$ cat config.mk
export PLATFORM = sky130hd
export DESIGN_NAME = bsr_pipe_flat
export DESIGN_NICKNAME = d
export VERILOG_FILES = /design/src/rtl/bsr_pipe_if.sv /design/src/rtl/bsr_pipe.sv /design/src/flat_wrapper.sv
export SDC_FILE = /design/constraint.sdc
export NUM_CORES = 1
export LEC_CHECK = 0
export ABC_AREA = 1
export BUFFER_PORTS_ARGS = -buffer_cell sky130_fd_sc_hd__buf_2
export CORE_ASPECT_RATIO = 0.9
export CORE_MARGIN = 5
export CORE_UTILIZATION = 50
export CTS_BUF_LIST = sky130_fd_sc_hd__clkbuf_4 sky130_fd_sc_hd__clkbuf_8
export DETAILED_ROUTE_END_ITERATION = 10
export PLACE_DENSITY = 0.69
export REMOVE_ABC_BUFFERS = 1
export SKIP_CTS_REPAIR_TIMING = 1
export SYNTH_ARGS = -nofsm -noshare
export SYNTH_HDL_FRONTEND = slang
export SYNTH_SLANG_ARGS = --single-unit
$ cat constraint.sdc
create_clock -name clk -period 3.9 [get_ports clk]
set_input_delay 0.39 -clock clk [delete_from_list [all_inputs] [get_ports clk]]
set_output_delay 0.39 -clock clk [all_outputs]
set_load 0.01 [all_outputs]
$ cat src/rtl/bsr_pipe_if.sv
// bsr_pipe_if: operand/result stream bundle between the exponent stage, the shifter and the adder.
interface bsr_pipe_if #(
   parameter int SWIDTH = 5,
   parameter int SAW    = 6,
   parameter int TW     = 4
);
   localparam int DW = 2 ** SWIDTH;
   logic              in_valid;
   logic              in_ready;
   logic [DW-1:0]     in_data;
   logic [SAW-1:0]    in_amt;
   logic [1:0]        in_op;
   logic [TW-1:0]     in_tag;
   logic              out_valid;
   logic              out_ready;
   logic [DW-1:0]     out_data;
   logic              out_sticky;
   logic [TW-1:0]     out_tag;
   modport master (
      output in_valid, in_data, in_amt, in_op, in_tag, out_ready,
      input  in_ready, out_valid, out_data, out_sticky, out_tag
   );
   modport slave (
      input  in_valid, in_data, in_amt, in_op, in_tag, out_ready,
      output in_ready, out_valid, out_data, out_sticky, out_tag
   );
endinterface

$ cat src/rtl/bsr_pipe.sv
// bsr_pipe: pipelined barrel shifter (SRL/SRA/SLL/ROR) with saturation and sticky for mantissa alignment.
module bsr_pipe #(
   parameter int SWIDTH = 5,
   parameter int SAW    = 6,
   parameter int LPS    = 2,
   parameter int TW     = 4
) (
   input  logic       clk,
   input  logic       rst_n,
   bsr_pipe_if.slave  bus_io
);
   localparam int DW   = 2 ** SWIDTH;
   localparam int NREG = (SWIDTH + LPS - 1) / LPS;

   typedef enum logic [1:0] {SRL = 2'b00, SRA = 2'b01, SLL = 2'b10, ROR = 2'b11} op_e;

   typedef struct packed {
      logic [DW-1:0]     data;
      logic              sticky;
      logic [SWIDTH-1:0] amt;
      op_e               op;
      logic              fill;
      logic [TW-1:0]     tag;
   } beat_t;

   function automatic logic [DW-1:0] rev(input logic [DW-1:0] d);
      logic [DW-1:0] r;
      for (int n = 0; n < DW; n++) r[n] = d[DW-1-n];
      return r;
   endfunction

   logic [NREG:0] rdy;
   logic          sat;
   logic          fill;
   beat_t         cond_b;

   // Saturated beats enter with their final data and a zero amount, so the levels pass them through.
   always_comb begin
      fill          = (bus_io.in_op == SRA) && bus_io.in_data[DW-1];
      sat           = (bus_io.in_op != ROR) && ((bus_io.in_amt >> SWIDTH) != '0);
      cond_b.data   = sat ? {DW{fill}} : (bus_io.in_op == SLL ? rev(bus_io.in_data) : bus_io.in_data);
      cond_b.sticky = sat && (|bus_io.in_data);
      cond_b.amt    = sat ? '0 : bus_io.in_amt[SWIDTH-1:0];
      cond_b.op     = op_e'(bus_io.in_op);
      cond_b.fill   = fill;
      cond_b.tag    = bus_io.in_tag;
   end

   for (genvar i = 0; i < SWIDTH; i++) begin : g_lvl
      localparam int S = 2 ** i;
      beat_t         in_b;
      beat_t         out_b;
      logic [DW-1:0] lo;
      if (i == 0) begin : g_src
         assign in_b = cond_b;
      end else if (i % LPS == 0) begin : g_src
         assign in_b = g_stg[i/LPS-1].stg_q;
      end else begin : g_src
         assign in_b = g_lvl[i-1].out_b;
      end
      // ROR recycles the dropped low bits as the incoming high bits; other modes shift in filler.
      always_comb begin
         lo    = in_b.data & ({DW{1'b1}} >> (DW - S));
         out_b = in_b;
         if (in_b.amt[i]) begin
            out_b.data   = (in_b.data >> S) | ((in_b.op == ROR ? lo : {DW{in_b.fill}}) << (DW - S));
            out_b.sticky = in_b.sticky | ((in_b.op != ROR) && (|lo));
         end
      end
   end

   for (genvar k = 0; k < NREG; k++) begin : g_stg
      localparam int LAST = (((k + 1) * LPS < SWIDTH) ? (k + 1) * LPS : SWIDTH) - 1;
      beat_t stg_q;
      beat_t stg_d;
      logic  v_q;
      logic  v_in;
      if (k == 0) begin : g_vin
         assign v_in = bus_io.in_valid;
      end else begin : g_vin
         assign v_in = g_stg[k-1].v_q;
      end
      assign rdy[k] = !v_q || rdy[k+1];
      always_comb begin
         stg_d = g_lvl[LAST].out_b;
         if (k == NREG - 1 && stg_d.op == SLL) stg_d.data = rev(stg_d.data);
      end
      always_ff @(posedge clk or negedge rst_n) begin
         if (!rst_n) begin
            v_q   <= 1'b0;
            stg_q <= '0;
         end else if (rdy[k]) begin
            v_q <= v_in;
            if (v_in) stg_q <= stg_d;
         end
      end
   end

   assign rdy[NREG]         = bus_io.out_ready;
   assign bus_io.in_ready   = rdy[0];
   assign bus_io.out_valid  = g_stg[NREG-1].v_q;
   assign bus_io.out_data   = g_stg[NREG-1].stg_q.data;
   assign bus_io.out_sticky = g_stg[NREG-1].stg_q.sticky;
   assign bus_io.out_tag    = g_stg[NREG-1].stg_q.tag;
endmodule

$ cat src/flat_wrapper.sv
// flat-port wrapper written by rule: the top's interface ports become plain ports
module bsr_pipe_flat 
#(
   parameter int SWIDTH = 5,
   parameter int SAW    = 6,
   parameter int LPS    = 2,
   parameter int TW     = 4
)
  (clk, rst_n, bus_io_in_valid, bus_io_in_data, bus_io_in_amt, bus_io_in_op, bus_io_in_tag, bus_io_out_ready, bus_io_in_ready, bus_io_out_valid, bus_io_out_data, bus_io_out_sticky, bus_io_out_tag);
  bsr_pipe_if #(.SWIDTH(SWIDTH), .SAW(SAW), .TW(TW)) bus_io_i ();
  input  logic clk;
  input  logic rst_n;
  input wire logic [$bits(bus_io_i.in_valid)-1:0] bus_io_in_valid;
  input wire logic [$bits(bus_io_i.in_data)-1:0] bus_io_in_data;
  input wire logic [$bits(bus_io_i.in_amt)-1:0] bus_io_in_amt;
  input wire logic [$bits(bus_io_i.in_op)-1:0] bus_io_in_op;
  input wire logic [$bits(bus_io_i.in_tag)-1:0] bus_io_in_tag;
  input wire logic [$bits(bus_io_i.out_ready)-1:0] bus_io_out_ready;
  output wire logic [$bits(bus_io_i.in_ready)-1:0] bus_io_in_ready;
  output wire logic [$bits(bus_io_i.out_valid)-1:0] bus_io_out_valid;
  output wire logic [$bits(bus_io_i.out_data)-1:0] bus_io_out_data;
  output wire logic [$bits(bus_io_i.out_sticky)-1:0] bus_io_out_sticky;
  output wire logic [$bits(bus_io_i.out_tag)-1:0] bus_io_out_tag;
  assign bus_io_i.in_valid = bus_io_in_valid;
  assign bus_io_i.in_data = bus_io_in_data;
  assign bus_io_i.in_amt = bus_io_in_amt;
  assign bus_io_i.in_op = bus_io_in_op;
  assign bus_io_i.in_tag = bus_io_in_tag;
  assign bus_io_i.out_ready = bus_io_out_ready;
  assign bus_io_in_ready = bus_io_i.in_ready;
  assign bus_io_out_valid = bus_io_i.out_valid;
  assign bus_io_out_data = bus_io_i.out_data;
  assign bus_io_out_sticky = bus_io_i.out_sticky;
  assign bus_io_out_tag = bus_io_i.out_tag;
  bsr_pipe #(.SWIDTH(SWIDTH), .SAW(SAW), .LPS(LPS), .TW(TW)) u_core (.clk(clk), .rst_n(rst_n), .bus_io(bus_io_i));
endmodule
==> impl_metrics.yaml, run 1 <==
outcome:
  status: "finished, violations left"
  violations: "negative hold slack"
sta:
  drv_slew: 0
  final.setup_skew_ps: 13.64
  min_period_over_period_pct: 52.06
  fmax_mhz: 492.5
  period_needed_ps: 2030
  tightest_slew_ps: 1159
  hold_viol: 17
  tns_ps: 0
  fin_hold_ws_ps: -7.344
  grt_setup_unrepaired: "false"
  setup_viol: 0
  slew_headroom_pct: 22.68
critical_path:
  path_depth: 6
  crit_buf_inv: 2
  critical_path.slowest_cell: "a21oi_2"
  r2r_start: "u_core.g_lvl[4].in_b[11]"
  r2r_cells: 6
  path_cells: "buf_4, clkinv_1, a21oi_2, a22oi_1, nand2_1, a21oi_1"
  startpoint: "u_core.g_lvl[4].in_b[11]"
  crit_family: "compound AO/OA/AOI/OAI gates"
  critPathLaunchType: "register"
  crit_required_ps: 4220
  crit_path_end_kind: "register"
  critical_path_class: "reg2reg"
  slowest_delay_ps: 650
  arrival_ps: 2350
  cp_max_fo: 35
floorplan:
  initial_core_util_pct: 50.33
  dieWidth_um: 140.7
  die_h_um: 127.7
  core_area_um2: 15280
  num_rows: 43
  dieArea_um2: 17960
  ios: 87
detailed_routing:
  viasPerCell: 5.241
  num_vias: 7442
  route.detailed.drc: 0
  dr.pass1.iters: 6
  drt_iter0_drc: 712
  drt_wl_total_mm: 19.56
  wire_per_inst_um: 13.78
  antenna_left: 0
logic_synthesis:
  synth_top_area_cell: "dfrtp_1"
  synth.distinct_cells: 25
  synth_cells: 1164
  ys_ff_latch: 124
  synthTopCellsByArea: "dfrtp_1 40%, nand2_1 20%, nand3_1 9.8%"
  seq_area_frac_synth_pct: 40.35
  avgSynthCellArea_um2: 6.606
  synth_top_area_share_pct: 40.35
  syn_area_um2: 7690
  yosysWarnings: 0
layout:
  drive_above_1_share_pct: 11.82
  multi_input_area_um2: 3871
  utilization_pct: 56.19
  nets: 1255
  fillers: 1546
  n_antenna_cell: 0
  seq_area_um2: 3103
  area_delta_synth_final_pct: 11.65
global_route:
  track_usage_pct: 22.37
  grt_antenna_before_repair: 0
  grt_pass1_wl_mm: 33.16
  grt_pass1_vias: 6835
  grt-ovfl-total: 0
  grt_max_degree: 65
place:
  portBuffers: 86
  gp_congestion: 0.8768
  dp_hpwl_mm: 14.12
pwr:
  leakagePower_uw: 0.004380
  power.density_nw_per_um2: 639.7
  vdd_drop_max_v: 0.0003440
clocking:
  path_clk_slew_ps: 70
  numCtsBuffers: 17
  cts_root_buf: "clkbuf_8"
  htreeDepth: 4
  worstSkewPairLatency_ps: 440
  cts_buffer_depth: 2
  cts_sinks: 124
  cts_tree: "done"
job:
  maxCapViolCount: 0
hold_path:
  hp-class: "in2async"
==> layout make-up <==
class                      count  share of cell area [%]
sequential                   124                   36.14
clock buffer                  22                   3.308
timing repair buffer          99                   6.179
clock inverter                 8                   1.924
tap                          202                   2.944
inverter                     101                   4.416
multi-input combinational    864                   45.09
==> logic make-up after synthesis <==
group	after synthesis	share of synthesized area [%]
multiplexers	12	1.562
buffers and inverters	176	9.339
AO/OA/AOI/OAI	198	13.80
flip-flops	124	40.35
AND/OR/NAND/NOR	654	34.95
==> where the power goes <==
group	total [uW]	internal (uW)	leakage (uW)	switching [uW]
combinational	2180	747	0.00266	1430
sequential	2020	1760	0.00149	257
clock	1290	806	0.000233	489
total	5490	3320	0.00438	2180
==> stage by stage <==
step	cells	area, um2	worst slack (ps)	hold slack (ps)	power (uW)
after floorplan	1089	7351	1309	94.41	3451
after global placement	1390	8137	1608	461.2	4175
after detailed placement	1390	8137	1558	460.5	4214
after CTS	1420	8586	1867	11.20	5527
after global routing	1420	8586	1693	39.23	5942
final	1420	8586	1870	-7.344	5492
==> path summary, 6_finish.rpt <==
| check | slack, ps | to |
|---|---|---|
| worst max register to register | 1870 | u_core.bus_io.out_data[30] |
| max in group asynchronous | 2970 | u_core.g_lvl[2].in_b[27] |
| worst min-delay path | -7 | u_core.bus_io.out_data[5] |
| min in group clk | 150 | u_core.g_lvl[2].in_b[3] |
| worst max-delay path | 1870 | u_core.bus_io.out_data[30] |
| worst min register to register | 480 | u_core.bus_io.out_tag[1] |
==> placed cells by master (no fill, tap or decap), drive strengths merged, types with 4 or more instances in the layout <==
cell	Yosys	layout
nor2	80	80
o22ai	4	4
clkinv	3	6
and2	4	4
dfrtp	124	124
clkbuf	33	22
a22oi	20	20
a21oi	82	82
nand3	150	150
o21ai	87	87
bufinv	0	5
inv	98	98
nand2	415	415
nand4	5	5
mux2i	12	12
buf	42	99
o21a	4	4
==> metal layers <==
| metal | up-vias | part of all wire (%) | global-route usage [%] |
|---|---|---|---|
| li1 | 3828 | - | - |
| met1 | 3406 | 49 | 32.51 |
| met2 | 180 | 45 | 34.63 |
| met3 | 28 | 5.4 | 4.439 |
| met4 | 0 | 1.3 | 5.527 |
| met5 | - | 0 | 0 |
==> sequential cells by signal (all words and copies together) (netlist names) <==
register / cells
u_core.g_stg.v_q: 2
u_core.bus_io.out_valid: 1
u_core.bus_io.out_data: 32
u_core.g_lvl.in_b: 84
u_core.bus_io.out_tag: 4
u_core.bus_io.out_sticky: 1
==> worst reg2reg max path: cells and delay by family (launching register included) <==
kind | cells | cell delay, ps
AOI/OAI and AO/OA | 3 | 970
DFF | 1 | 330
buffers and inverters | 2 | 480
and+or+nand+nor | 1 | 120
==> synthesized netlist by cell type (all sizes together) <==
library cell  number
a21oi             82
nor2              80
mux2i             12
buf               42
o22ai              4
inv               98
dfrtp            124
o21a               4
nand3            150
and2               4
clkbuf            33
a31oi              1
clkinv             3
o21ai             87
nand4              5
nand2            415
a22oi             20
Power figures use the tool's default switching activity.
==> run 2, diff against run 1 <==
--- a/config.mk
+++ b/config.mk
@@ -12,7 +12,7 @@
 export CORE_UTILIZATION = 50
 export CTS_BUF_LIST = sky130_fd_sc_hd__clkbuf_4 sky130_fd_sc_hd__clkbuf_8
 export DETAILED_ROUTE_END_ITERATION = 10
-export PLACE_DENSITY = 0.69
+export PLACE_DENSITY = 0.72
 export REMOVE_ABC_BUFFERS = 1
 export SKIP_CTS_REPAIR_TIMING = 1
 export SYNTH_ARGS = -nofsm -noshare
==> constraint.sdc (replaced) <==
create_clock -name clk -period 1.8 [get_ports clk]
set_input_delay 0.18 -clock clk [delete_from_list [all_inputs] [get_ports clk]]
set_output_delay 0.18 -clock clk [all_outputs]
set_load 0.01 [all_outputs]
==> run 2 against run 1 <==
  * The flow still finishes with violations (negative hold slack)
  * Clock power up 95%
  * First-iteration DRC count is 6.5% higher
  * Count of clock-buffer cells in the layout decreased by 1
  * Fmax up 25%
  * Final cell count increased by 1.6%
  * Setup slack got worse by 1700 ps
  * Sequential share of layout area shrank 1.1 points
  * Total power rose by 110%
==> impl_metrics.yaml, run 2 (synthesis results as in run 1) <==
pwr:
  power_frac_comb_pct: 41.5
  switching_share_pct: 40.41
  clkPwrFrac_pct: 21.4
  intPower_uw: 7035
  leakagePower_uw: 0.004511
  vdd_drop_max_v: 0.0009617
  seqPwrFrac_pct: 37.2
  power.density_nw_per_um2: 1332
  switchingPower_uw: 4771
clocking:
  worstSkewPairLatency_ps: 430
  cts_tree: "done"
  numCtsBuffers: 17
  cts_root_buf: "clkbuf_8"
  path_clk_slew_ps: 70
  cts_sinks: 124
  cts_buffer_depth: 2
  htreeDepth: 4
detailed_routing:
  antenna_left: 0
  num_vias: 7639
  viasPerCell: 5.294
  wire_per_inst_um: 13.67
  route.detailed.drc: 0
  dr.pass1.iters: 5
  drt_iter0_drc: 758
  drt_wl_total_mm: 19.73
layout:
  largest_reg_flops: 84
  multi_input_area_um2: 3879
  mostFrequentLayoutCells: "409 x nand2_1, 150 x nand3_1, 124 x dfrtp_1, 92 x inv_1, 85 x buf_2"
  seq_area_um2: 3103
  nets: 1279
  fin_area_um2: 8865
  drive_above_1_share_pct: 12.97
  utilization_pct: 58.02
  area_delta_synth_final_pct: 15.28
  n_antenna_cell: 0
  final_common_cell: "nand2_1"
  fillers: 1491
global_route:
  grt_antenna_before_repair: 0
  track_usage_pct: 22.82
  grt_pass1_vias: 6912
  grt_max_degree: 67
  grt-ovfl-total: 0
  grt_pass1_wl_mm: 34.07
hold_path:
  min_from: "bus_io_in_amt[3]"
  hp-class: "in2reg"
sta:
  slew_headroom_pct: 65.56
  hold_viol: 1
  fin_hold_ws_ps: -1.254
  tns_ps: 0
  final.setup_skew_ps: 8.871
  drv_slew: 0
  fmax_mhz: 613.5
  min_period_over_period_pct: 90.55
  grt_setup_unrepaired: "false"
  period_needed_ps: 1630
  tightest_slew_ps: 515.5
  setup_viol: 0
critical_path:
  crit_buf_inv: 1
  critical_path.slowest_cell: "dfrtp_1"
  critical_path_class: "reg2reg"
  path_cells: "nand2_1, inv_1, nor2_1, nor2_1, a21oi_1, nand2_1, o21ai_0, nand2_1, o21ai_0"
  crit_path_frequent_cell: "nand2_1"
  path_depth: 9
  crit_path_end_kind: "register"
  reg2reg_to: "u_core.g_lvl[4].in_b[36]"
  r2r_start: "u_core.g_lvl[2].in_b[5]"
  startpoint: "u_core.g_lvl[2].in_b[5]"
  arrival_ps: 1970
  slowest_delay_ps: 410
  r2r_cells: 9
  crit_end: "u_core.g_lvl[4].in_b[36]"
  crit_required_ps: 2140
  crit_family: "simple AND/OR/NAND/NOR gates"
  critPathLaunchType: "register"
  cp_max_fo: 4
  worst-r2r-setup-slack_ps: 170
job:
  maxCapViolCount: 0
floorplan:
  dieWidth_um: 140.7
  ios: 87
  die_h_um: 127.7
  initial_core_util_pct: 50.33
  core_area_um2: 15280
  num_rows: 43
  dieArea_um2: 17960
outcome:
  status: "finished, violations left"
  violations: "negative hold slack"
place:
  place_area_um2: 8397
  portBuffers: 86
  gp_congestion: 0.8690
  dp_hpwl_mm: 14.27
[run 2: cell type report]
| class | count | area share, % |
|---|---|---|
| tap | 202 | 2.851 |
| clock buffer | 21 | 3.190 |
| timing repair buffer | 123 | 9.598 |
| sequential | 124 | 35.00 |
| multi-input combinational | 864 | 43.75 |
| clock inverter | 8 | 1.327 |
| inverter | 101 | 4.277 |
[run 2: worst reg2reg max path, cell delays in order, from the launching register on]
cell	delay [ps]
dfrtp_1	410
nand2_1	120
inv_1	70
nor2_1	160
nor2_1	110
a21oi_1	290
nand2_1	70
o21ai_0	140
nand2_1	80
o21ai_0	90
[run 2: worst min-delay path by stage]
| stage | to | cells after the start |
|---|---|---|
| finish | u_core.g_lvl[2].in_b[10] | 3 |
| global route | u_core.g_lvl[2].in_b[10] | 3 |
| CTS | u_core.g_lvl[4].in_b[12] | 1 |
| detailed placement | u_core.g_stg[0].v_q | 1 |
| global placement | u_core.g_stg[0].v_q | 1 |
| floorplan | u_core.bus_io.out_data[0] | 0 |
[run 2: power groups by stage]
| stage | Sequential [uW] | Combinational (uW) | Clock, uW |
|---|---|---|---|
| after floorplan | 4610 | 2860 | 0 |
| after global placement | 4400 | 4780 | 0 |
| after detailed placement | 4420 | 4850 | 0 |
| after CTS | 4380 | 4890 | 2560 |
| after global routing | 4530 | 5590 | 2700 |
| final | 4390 | 4890 | 2520 |
[run 2: metrics by stage]
stage / power (uW) / instances / worst slack, ps
floorplan: 7476 / 1089 / -791.3
global placement: 9184 / 1408 / 51.55
finish: 11810 / 1443 / 170.0
detailed placement: 9271 / 1408 / -17.17
CTS: 11830 / 1437 / 91.86
global route: 12830 / 1443 / 13.74
[run 2: routing by layer]
metal | vias up | GRT usage (%) | wire length (um)
met5 | - | 0 | 0
met4 | 0 | 5.299 | 240
met3 | 26 | 4.513 | 1135
met2 | 225 | 34.21 | 8764
met1 | 3507 | 34.25 | 9589
li1 | 3881 | - | -
